## src/rtl/mem_port_arbiter_pkg.sv

```systemverilog
// Shared types for the unified SRAM port arbiter.
// State and grant encodings plus wait counter width.
package mem_port_arbiter_pkg;

    typedef enum logic [1:0] {
        ARB_IDLE = 2'd0,
        ARB_BUSY = 2'd1,
        ARB_RESP = 2'd2
    } arb_state_t;

    typedef enum logic {
        GNT_IF  = 1'b0,
        GNT_MEM = 1'b1
    } gnt_t;

    localparam int WAIT_CNT_LEN = 4;

endpackage

```

## src/rtl/mem_port_arbiter_if.sv

```systemverilog
// Requester and SRAM signal bundle for mem_port_arbiter.
// master: pipeline/SRAM side, slave: arbiter side.
interface mem_port_arbiter_if #(
    parameter int ADDR_W = 32,
    parameter int DATA_W = 32
);
    logic              if_req;
    logic [ADDR_W-1:0] if_addr;
    logic [DATA_W-1:0] if_rdata;
    logic              if_ready;
    logic              mem_r_en;
    logic              mem_w_en;
    logic [ADDR_W-1:0] mem_addr;
    logic [DATA_W-1:0] mem_wdata;
    logic [DATA_W-1:0] mem_rdata;
    logic              mem_ready;
    logic              freeze;
    logic [ADDR_W-1:0] sram_addr;
    logic [DATA_W-1:0] sram_wdata;
    logic              sram_we;
    logic [DATA_W-1:0] sram_rdata;

    modport master (
        output if_req, if_addr, mem_r_en, mem_w_en,
        output mem_addr, mem_wdata, sram_rdata,
        input  if_rdata, if_ready, mem_rdata, mem_ready,
        input  freeze, sram_addr, sram_wdata, sram_we
    );

    modport slave (
        input  if_req, if_addr, mem_r_en, mem_w_en,
        input  mem_addr, mem_wdata, sram_rdata,
        output if_rdata, if_ready, mem_rdata, mem_ready,
        output freeze, sram_addr, sram_wdata, sram_we
    );
endinterface

```

## src/rtl/mem_port_arbiter_if_fetch_buffer.sv

```systemverilog
// One-entry fetch buffer (valid, tag, data); built only with IF_BUF_EN.
// Refilled by SRAM fetches, invalidated by a store to the tagged word.
`ifdef IF_BUF_EN
module if_fetch_buffer #(
    parameter int ADDR_W = 32,
    parameter int DATA_W = 32
) (
    input  logic              clk,
    input  logic              rst,
    input  logic [ADDR_W-1:0] lookup_addr,
    output logic              hit,
    output logic [DATA_W-1:0] hit_data,
    input  logic              fill_en,
    input  logic [ADDR_W-1:0] fill_addr,
    input  logic [DATA_W-1:0] fill_data,
    input  logic              inval_en,
    input  logic [ADDR_W-1:0] inval_addr
);
    logic              valid_q;
    logic [ADDR_W-1:0] tag_q;
    logic [DATA_W-1:0] data_q;

    always_ff @(posedge clk) begin
        if (rst) begin
            valid_q <= 1'b0;
            tag_q   <= '0;
            data_q  <= '0;
        end else if (fill_en) begin
            valid_q <= 1'b1;
            tag_q   <= fill_addr;
            data_q  <= fill_data;
        end else if (inval_en && inval_addr == tag_q) begin
            valid_q <= 1'b0;
        end
    end

    assign hit      = valid_q && (tag_q == lookup_addr);
    assign hit_data = data_q;
endmodule
`endif

```

## src/rtl/mem_port_arbiter.sv

```systemverilog
// Arbitrates IF fetches and MEM loads/stores onto one SRAM port, MEM first.
// Optional one-entry fetch buffer under IF_BUF_EN.
module mem_port_arbiter
    import mem_port_arbiter_pkg::*;
#(
    parameter int ADDR_W      = 32,
    parameter int DATA_W      = 32,
    parameter int WAIT_CYCLES = 2
) (
    input logic               clk,
    input logic               rst,
    mem_port_arbiter_if.slave bus
);
    localparam logic [WAIT_CNT_LEN-1:0] CNT_INIT =
        WAIT_CNT_LEN'(WAIT_CYCLES - 1);

    arb_state_t              state_q, state_d;
    gnt_t                    gnt_q;
    logic [WAIT_CNT_LEN-1:0] cnt_q;
    logic                    we_q;
    logic                    mem_done_q, if_done_q;
    logic [ADDR_W-1:0]       addr_q;
    logic [DATA_W-1:0]       wdata_q;
    logic [DATA_W-1:0]       if_rdata_q, mem_rdata_q;

    logic mem_any, mem_req, if_req_e;
    logic grant_mem, grant_if, buf_resp, last;
    logic if_ready, mem_ready, freeze;
    logic              buf_hit;
    logic [DATA_W-1:0] buf_data;

    always_comb begin
        mem_any   = bus.mem_r_en | bus.mem_w_en;
        mem_req   = mem_any & ~mem_done_q;
        if_req_e  = bus.if_req & ~if_done_q;
        state_d   = state_q;
        grant_mem = 1'b0;
        grant_if  = 1'b0;
        buf_resp  = 1'b0;
        last      = 1'b0;
        unique case (state_q)
            ARB_IDLE: begin
                if (mem_req) begin
                    grant_mem = 1'b1;
                    state_d   = ARB_BUSY;
                end else if (if_req_e && buf_hit) begin
                    buf_resp = 1'b1;
                    state_d  = ARB_RESP;
                end else if (if_req_e) begin
                    grant_if = 1'b1;
                    state_d  = ARB_BUSY;
                end
            end
            ARB_BUSY: begin
                if (cnt_q == '0) begin
                    last    = 1'b1;
                    state_d = ARB_RESP;
                end
            end
            ARB_RESP: state_d = ARB_IDLE;
            default:  state_d = ARB_IDLE;
        endcase
    end

    assign if_ready  = (state_q == ARB_RESP) && (gnt_q == GNT_IF);
    assign mem_ready = (state_q == ARB_RESP) && (gnt_q == GNT_MEM);
    // Hold the pipeline until every active requester got its one service.
    assign freeze = (mem_any & ~(mem_done_q | mem_ready))
                  | (bus.if_req & ~(if_done_q | if_ready));

    assign bus.if_ready   = if_ready;
    assign bus.mem_ready  = mem_ready;
    assign bus.freeze     = freeze;
    assign bus.if_rdata   = if_rdata_q;
    assign bus.mem_rdata  = mem_rdata_q;
    assign bus.sram_addr  = addr_q;
    assign bus.sram_wdata = wdata_q;
    assign bus.sram_we    = (state_q == ARB_BUSY) && we_q;

    always_ff @(posedge clk) begin
        if (rst) begin
            state_q     <= ARB_IDLE;
            gnt_q       <= GNT_IF;
            cnt_q       <= '0;
            we_q        <= 1'b0;
            addr_q      <= '0;
            wdata_q     <= '0;
            if_rdata_q  <= '0;
            mem_rdata_q <= '0;
            mem_done_q  <= 1'b0;
            if_done_q   <= 1'b0;
        end else begin
            state_q <= state_d;
            if (state_q == ARB_BUSY)
                cnt_q <= cnt_q - 1'b1;
            if (grant_mem || grant_if)
                cnt_q <= CNT_INIT;
            if (grant_mem) begin
                gnt_q   <= GNT_MEM;
                addr_q  <= bus.mem_addr;
                wdata_q <= bus.mem_wdata;
                we_q    <= bus.mem_w_en;
            end
            if (grant_if) begin
                gnt_q  <= GNT_IF;
                addr_q <= bus.if_addr;
                we_q   <= 1'b0;
            end
            if (buf_resp) begin
                gnt_q      <= GNT_IF;
                if_rdata_q <= buf_data;
            end
            if (last && !we_q) begin
                if (gnt_q == GNT_MEM)
                    mem_rdata_q <= bus.sram_rdata;
                else
                    if_rdata_q <= bus.sram_rdata;
            end
            mem_done_q <= freeze & (mem_done_q | mem_ready);
            if_done_q  <= freeze & (if_done_q | if_ready);
        end
    end

`ifdef IF_BUF_EN
    if_fetch_buffer #(
        .ADDR_W(ADDR_W),
        .DATA_W(DATA_W)
    ) u_fbuf (
        .clk        (clk),
        .rst        (rst),
        .lookup_addr(bus.if_addr),
        .hit        (buf_hit),
        .hit_data   (buf_data),
        .fill_en    (last && gnt_q == GNT_IF),
        .fill_addr  (addr_q),
        .fill_data  (bus.sram_rdata),
        .inval_en   (grant_mem && bus.mem_w_en),
        .inval_addr (bus.mem_addr)
    );
`else
    assign buf_hit  = 1'b0;
    assign buf_data = '0;
`endif
endmodule

```

## src/flat_wrapper.sv

```systemverilog
// flat-port wrapper written by rule: the top's interface ports become plain ports
module mem_port_arbiter_flat import mem_port_arbiter_pkg::*;
#(
    parameter int ADDR_W      = 32,
    parameter int DATA_W      = 32,
    parameter int WAIT_CYCLES = 2
)
  (clk, rst, bus_if_req, bus_if_addr, bus_mem_r_en, bus_mem_w_en, bus_mem_addr, bus_mem_wdata, bus_sram_rdata, bus_if_rdata, bus_if_ready, bus_mem_rdata, bus_mem_ready, bus_freeze, bus_sram_addr, bus_sram_wdata, bus_sram_we);
  mem_port_arbiter_if #(.ADDR_W(ADDR_W), .DATA_W(DATA_W)) bus_i ();
  input logic clk;
  input logic rst;
  input wire logic [$bits(bus_i.if_req)-1:0] bus_if_req;
  input wire logic [$bits(bus_i.if_addr)-1:0] bus_if_addr;
  input wire logic [$bits(bus_i.mem_r_en)-1:0] bus_mem_r_en;
  input wire logic [$bits(bus_i.mem_w_en)-1:0] bus_mem_w_en;
  input wire logic [$bits(bus_i.mem_addr)-1:0] bus_mem_addr;
  input wire logic [$bits(bus_i.mem_wdata)-1:0] bus_mem_wdata;
  input wire logic [$bits(bus_i.sram_rdata)-1:0] bus_sram_rdata;
  output wire logic [$bits(bus_i.if_rdata)-1:0] bus_if_rdata;
  output wire logic [$bits(bus_i.if_ready)-1:0] bus_if_ready;
  output wire logic [$bits(bus_i.mem_rdata)-1:0] bus_mem_rdata;
  output wire logic [$bits(bus_i.mem_ready)-1:0] bus_mem_ready;
  output wire logic [$bits(bus_i.freeze)-1:0] bus_freeze;
  output wire logic [$bits(bus_i.sram_addr)-1:0] bus_sram_addr;
  output wire logic [$bits(bus_i.sram_wdata)-1:0] bus_sram_wdata;
  output wire logic [$bits(bus_i.sram_we)-1:0] bus_sram_we;
  assign bus_i.if_req = bus_if_req;
  assign bus_i.if_addr = bus_if_addr;
  assign bus_i.mem_r_en = bus_mem_r_en;
  assign bus_i.mem_w_en = bus_mem_w_en;
  assign bus_i.mem_addr = bus_mem_addr;
  assign bus_i.mem_wdata = bus_mem_wdata;
  assign bus_i.sram_rdata = bus_sram_rdata;
  assign bus_if_rdata = bus_i.if_rdata;
  assign bus_if_ready = bus_i.if_ready;
  assign bus_mem_rdata = bus_i.mem_rdata;
  assign bus_mem_ready = bus_i.mem_ready;
  assign bus_freeze = bus_i.freeze;
  assign bus_sram_addr = bus_i.sram_addr;
  assign bus_sram_wdata = bus_i.sram_wdata;
  assign bus_sram_we = bus_i.sram_we;
  mem_port_arbiter #(.ADDR_W(ADDR_W), .DATA_W(DATA_W), .WAIT_CYCLES(WAIT_CYCLES)) u_core (.clk(clk), .rst(rst), .bus(bus_i));
endmodule
```

## config.mk

```make
export PLATFORM = sky130hd
export DESIGN_NAME = mem_port_arbiter_flat
export DESIGN_NICKNAME = d
export VERILOG_FILES = /design/src/rtl/mem_port_arbiter_pkg.sv /design/src/rtl/mem_port_arbiter_if.sv /design/src/rtl/mem_port_arbiter_if_fetch_buffer.sv /design/src/rtl/mem_port_arbiter.sv /design/src/flat_wrapper.sv
export SDC_FILE = /design/constraint.sdc
export NUM_CORES = 1
export LEC_CHECK = 0
export CAP_MARGIN = 20
export CORE_MARGIN = 3
export CORE_UTILIZATION = 28
export DETAILED_ROUTE_END_ITERATION = 12
export GPL_TIMING_DRIVEN = 1
export HOLD_SLACK_MARGIN = 0.08
export PLACE_DENSITY = 0.66
export SETUP_SLACK_MARGIN = 0.05
export SLEW_MARGIN = 20
export SYNTH_ARGS = -nofsm -noshare
export SYNTH_HDL_FRONTEND = slang
export SYNTH_SLANG_ARGS = --single-unit
```

## constraint.sdc

```tcl
create_clock -name clk -period 2.6 [get_ports clk]
set_input_delay 0.39 -clock clk [delete_from_list [all_inputs] [get_ports clk]]
set_output_delay 0.39 -clock clk [all_outputs]
set_load 0.01 [all_outputs]
```

======== Word level (Yosys, flattened, before mapping) ========
Index checks and enable logic that the tools add are counted.
word-level totals
  flip-flop bits (word level) ............. 138
  input port bits ......................... 133
  word-level logic and storage cells ...... 63
operators by class
  $add $sub $neg .......................... 1
  eq/ne operators ......................... 4
  multiplexer cells ....................... 17
  bitwise operators ....................... 15
  reductions and logical operators ........ 15
operator list
  cell                   count
  $mux W32               4
  $mux W1                9
  $and A1 B1 Y1          6
  $mux W2                3
  $reduce_and A2 Y1      3
  $not A1 Y1             5
  $logic_and A1 B1 Y1    4
  $logic_not A4 Y1       1
  $or A1 B1 Y1           4
  $pmux W2 S2            1
  $reduce_bool A2 Y1     2
  $reduce_or A2 Y1       2
  $sub A4 B1 Y4 const B  1
  $ne A3 B1 Y1 const B   1
  $eq A2 B1 Y1 const B   1
  $eq A2 B2 Y1 const B   1
  $logic_not A2 Y1       1
  $ne A2 B1 Y1 const B   1
  $logic_not A1 Y1       1
  $logic_or A1 B1 Y1     1

======== Logic depth before layout (Yosys ltp) ========
  word-level depth ........................ 7
  depth in mapped cells ................... 8
  depth with buffers taken out ............ 5

======== Worst setup path after synthesis ========
No wires, ideal clock.
  kind .................................... register to register
  start ................................... register u_core.cnt_q[0]
  end ..................................... register u_core.if_rdata_q[11], in the netlist u_core.bus.if_rdata[11]
  data arrival time ....................... 1.805 ns
  data required time ...................... 2.482 ns
  path slack .............................. 0.677 ns
  cell stages (with the launch flop) ...... 9
  clock period less this slack ............ 1.923 ns
  path through ............................ dfxtp_1 inv_1 ha_1 or3b_1 buf_2 or4_4 buf_6 buf_12 mux2i_1
between the ends
  cells in the longest elaborated chain, start to end .. 5
RTL lines
  what                                RTL line                 source
  start, declared                     mem_port_arbiter.sv:19   logic [WAIT_CNT_LEN-1:0] cnt_q;
  start signal, assigned              mem_port_arbiter.sv:95   cnt_q <= cnt_q - 1'b1;
  $logic_not A4 Y1                    mem_port_arbiter.sv:55   if (cnt_q == '0) begin
  $mux W1                             mem_port_arbiter.sv:55
  $mux W1                             mem_port_arbiter.sv:41   unique case (state_q)
  $logic_and A1 B1 Y1                 mem_port_arbiter.sv:113  if (last && !we_q) begin
  $reduce_and A2 Y1 (no source line)  -
  end signal, assigned                mem_port_arbiter.sv:111  if_rdata_q <= buf_data;
  end signal, assigned                mem_port_arbiter.sv:117  if_rdata_q <= bus.sram_rdata;
  end, declared                       mem_port_arbiter.sv:24   logic [DATA_W-1:0] if_rdata_q, mem_rdata_q;
No other way between the ends.
A chain may end at the register's enable or synchronous reset.

======== Final worst setup path ========
  start ................................... register u_core.state_q[1]
  end ..................................... output bus_freeze
between the ends
  cells in the longest elaborated chain, start to end .. 6
  elaborated cells on any way between the ends .. 10
  those cells by class .................... eq/ne: 1; bitwise: 7; reduce/logical: 2
RTL lines
  what                                    RTL line                                        source
  start, declared                         mem_port_arbiter.sv:17                          arb_state_t state_q, state_d;
  start signal, assigned                  mem_port_arbiter.sv:93                          state_q <= state_d;
  $eq A2 B2 Y1 *                          mem_port_arbiter.sv:65, mem_port_arbiter.sv:66
  $logic_and A1 B1 Y1 (on tied branches)  mem_port_arbiter.sv:66, mem_port_arbiter.sv:65
  $or A1 B1 Y1 (on tied branches)         mem_port_arbiter.sv:68, mem_port_arbiter.sv:69
  $not A1 Y1 (on tied branches)           mem_port_arbiter.sv:68, mem_port_arbiter.sv:69
  $and A1 B1 Y1 (on tied branches)        mem_port_arbiter.sv:68, mem_port_arbiter.sv:69
  $or A1 B1 Y1 *                          mem_port_arbiter.sv:69                          | (bus.if_req & ~(if_done_q | if_ready));
  end, declared                           flat_wrapper.sv:23                              output wire logic [$bits(bus_i.freeze)-1:0] bus_freeze;
Mark *: on every way between the ends. The rest lies on a longest branch, timed or not.

==> results.py <==
metrics = {
    "outcome": {
        "status": "complete, no violations",
    },
    "grt": {
        "grt_pass1_vias": 5139,
        "antenna_found_initial": 0,
        "gr-usage-all-layers_pct": 15.7,
        "grt_pass1_wl_mm": 27.2,
        "grt_max_degree": 65,
        "overflow": 0,
    },
    "floorplan": {
        "start_util_pct": 28.9,
        "die_h_um": 146,
        "rows": 50,
        "coreArea_mm2": 0.0190,
        "ios": 265,
        "fp.dieW_um": 146,
        "die-area_mm2": 0.0214,
    },
    "routing": {
        "num_vias": 5144,
        "antenna_left": 0,
        "avgRoutedWirePerCell_um": 16.0,
        "viasPerCell": 4.75,
        "drc": 0,
        "drt_iter0_markers": 177,
        "dr.pass1.iters": 4,
        "routed_wl_mm": 17.3,
    },
    "synth": {
        "synth_most_common_cell": "dfxtp_1",
        "synth-edff-count": 0,
        "synth.area.top_cells": "dfxtp_1 (50%), mux2i_1 (12%), nand2_1 (6.8%), o221a_2 (6.5%), o31a_1 (5.1%)",
        "synthTopCellsByCount": "dfxtp_1 (138), nand2_1 (100), mux2i_1 (66)",
        "ys_async_sr_fraction_pct": 0,
        "syn_nets": 703,
        "ys_ff_latch": 138,
        "ys.flop_type": "dfxtp_1",
        "avgSynthCellArea_um2": 9.67,
        "ys_warn_count": 0,
        "synthCells": 569,
        "synthesis.area_mm2": 0.00550,
        "synth_top_area_share_pct": 50.2,
        "yosysUniqueCellTypes": 41,
        "ys_seq_area_share_pct": 50.2,
        "synth_largest_area_cell": "dfxtp_1",
    },
    "sta": {
        "finalCritPeriodShare_pct": 91.8,
        "setup_viol": 0,
        "fin_crit_ps": 2390,
        "hold_viol": 0,
        "fin_skew_ps": 11.7,
        "drv_slew": 0,
        "rsz0062_at_grt": "no",
        "finalWorstSetupSlack_ps": 214,
        "clock.fmax_ghz": 0.419,
        "final.setup.tns_ps": 0,
        "worstMarginPinSlew_ps": 660,
        "relSlewSlack_pct": 56.0,
    },
    "clocking": {
        "clock_latency_ps": 420,
        "cts_buffer_depth": 2,
        "cts-htree-levels": 4,
        "path_clk_slew_ps": 60,
        "cts_hold_buf": 0,
        "cts_tree": "built",
        "root_buffer": "clkbuf_16",
        "cts_inserted_buffers": 17,
        "cts.sinks": 138,
    },
    "critical_path": {
        "critPathMaxFanout": 12,
        "cp-end-kind": "primary output",
        "startpoint_type": "flip-flop",
        "worstPathArrival_ps": 2000,
        "path_class": "flip-flop to primary output",
        "worstPathRequired_ps": 2210,
    },
    "layout": {
        "ff_latch_area_mm2": 0.00276,
        "design_area_mm2": 0.00897,
        "final-instance-count-excl-fill": 1082,
        "drive_gt1_share_pct": 10.6,
        "utilization_pct": 47.2,
        "nets": 943,
        "multiInputGateArea_mm2": 0.00248,
        "area_growth_pct": 63.0,
        "fill_cells": 1830,
        "antenna_cells": 0,
    },
    "run": {
        "max-cap-violations": 0,
    },
    "min_path": {
        "hold_path_class": "flip-flop to flip-flop",
    },
    "placement": {
        "io_buffers": 264,
        "gp_congestion": 0.755,
        "numPlacedInstances": 1050,
        "dp_slack_ps": 205,
        "place_area_mm2": 0.00835,
        "place_hpwl_mm": 11.7,
    },
    "power": {
        "powerDensity_mw_per_mm2": 712,
        "leakage_nw": 3.40,
        "ir_drop_v": 0.000434,
    },
}
==> registers in the layout, summed over array words and instances (netlist names) <==
name and cells:
u_core.mem_done_q 1, u_core.cnt_q 4, u_core.if_done_q 1, u_core.bus.sram_wdata 32, u_core.bus.mem_rdata 32, u_core.bus.if_rdata 32
u_core.bus.sram_addr 32, u_core.we_q 1, u_core.gnt_q 1, u_core.state_q 2
==> cells by family (layout without fill, tap and decap cells) <==
kind of cell | after synthesis | in the layout | share of synthesized area [%]
fa+ha+maj | 1 | 1 | 0.227
compound gates | 144 | 144 | 19.6
mux | 66 | 66 | 12.0
flops | 138 | 138 | 50.2
simple gates | 156 | 156 | 12.8
buf+inv | 64 | 317 | 5.21
==> cell usage in the layout, fill, tap and decap left out, drive strengths merged, types with 4 or more instances in the layout <==
cell type,Yosys,layout
clkdlybuf4s50,0,264
dfxtp,138,138
nand2,100,100
mux2i,66,66
a21oi,36,36
o21ai,33,33
nand3,32,32
o31a,32,32
o221a,32,32
clkbuf,45,18
inv,7,14
buf,11,13
nand2b,4,4
nor2,4,4
==> cell type report <==
| class | instances | area share, % |
|---|---|---|
| Timing Repair Buffer | 277 | 30.7 |
| Sequential cell | 138 | 30.8 |
| Clock inverter | 14 | 2.06 |
| Inverter | 8 | 0.363 |
| Multi-Input combinational cell | 367 | 27.7 |
| Tap cell | 260 | 3.63 |
| Clock buffer | 18 | 4.78 |
==> final timing paths <==
| path | from | end | slack [ps] | cells after the start |
|---|---|---|---|---|
| setup / recovery | u_core.state_q[1] | bus_freeze | 210 | 3 |
| hold / removal | u_core.bus.mem_rdata[20] | u_core.bus.mem_rdata[20] | 450 | 2 |
| setup reg to reg | u_core.cnt_q[0] | u_core.bus.mem_rdata[5] | 480 | 5 |
| hold reg to reg | u_core.bus.mem_rdata[20] | u_core.bus.mem_rdata[20] | 450 | 2 |
==> report_power, final <==
| group | internal [mW] | switching [mW] | total [mW] |
|---|---|---|---|
| Combinational | 0.763 | 0.623 | 1.39 |
| Sequential | 2.32 | 0.127 | 2.45 |
| Clock | 1.54 | 1.02 | 2.55 |
==> worst max-delay path, stage by stage (launching register included) <==
cell             delay, ps
dfxtp_1                560
nor3b_2                340
a22oi_1                160
clkdlybuf4s50_1        520
==> through the flow <==
| step | hold WS [ps] | power (mW) |
|---|---|---|
| after CTS | 458 | 6.48 |
| after global placement | 441 | 3.88 |
| after detailed placement | 446 | 3.89 |
| after floorplan | 457 | 3.15 |
| final | 454 | 6.39 |
| after global routing | 475 | 6.66 |
==> repair_timing <==
action	CTS	global route
setup buffers	0	0
setup endpoints to repair	1	1
gates resized for setup	1	1
==> per-layer routing <==
metal	share of wire [%]	routed length (µm)	global-route usage (%)	up-vias
li1	-	-	-	2524
met2	46	8020	25.6	197
met4	1.1	196	4.28	0
met5	0	0	0	-
met1	44	7550	18.7	2405
met3	9.0	1560	7.20	18
Note: power is estimated with default switching activity, not from simulation.
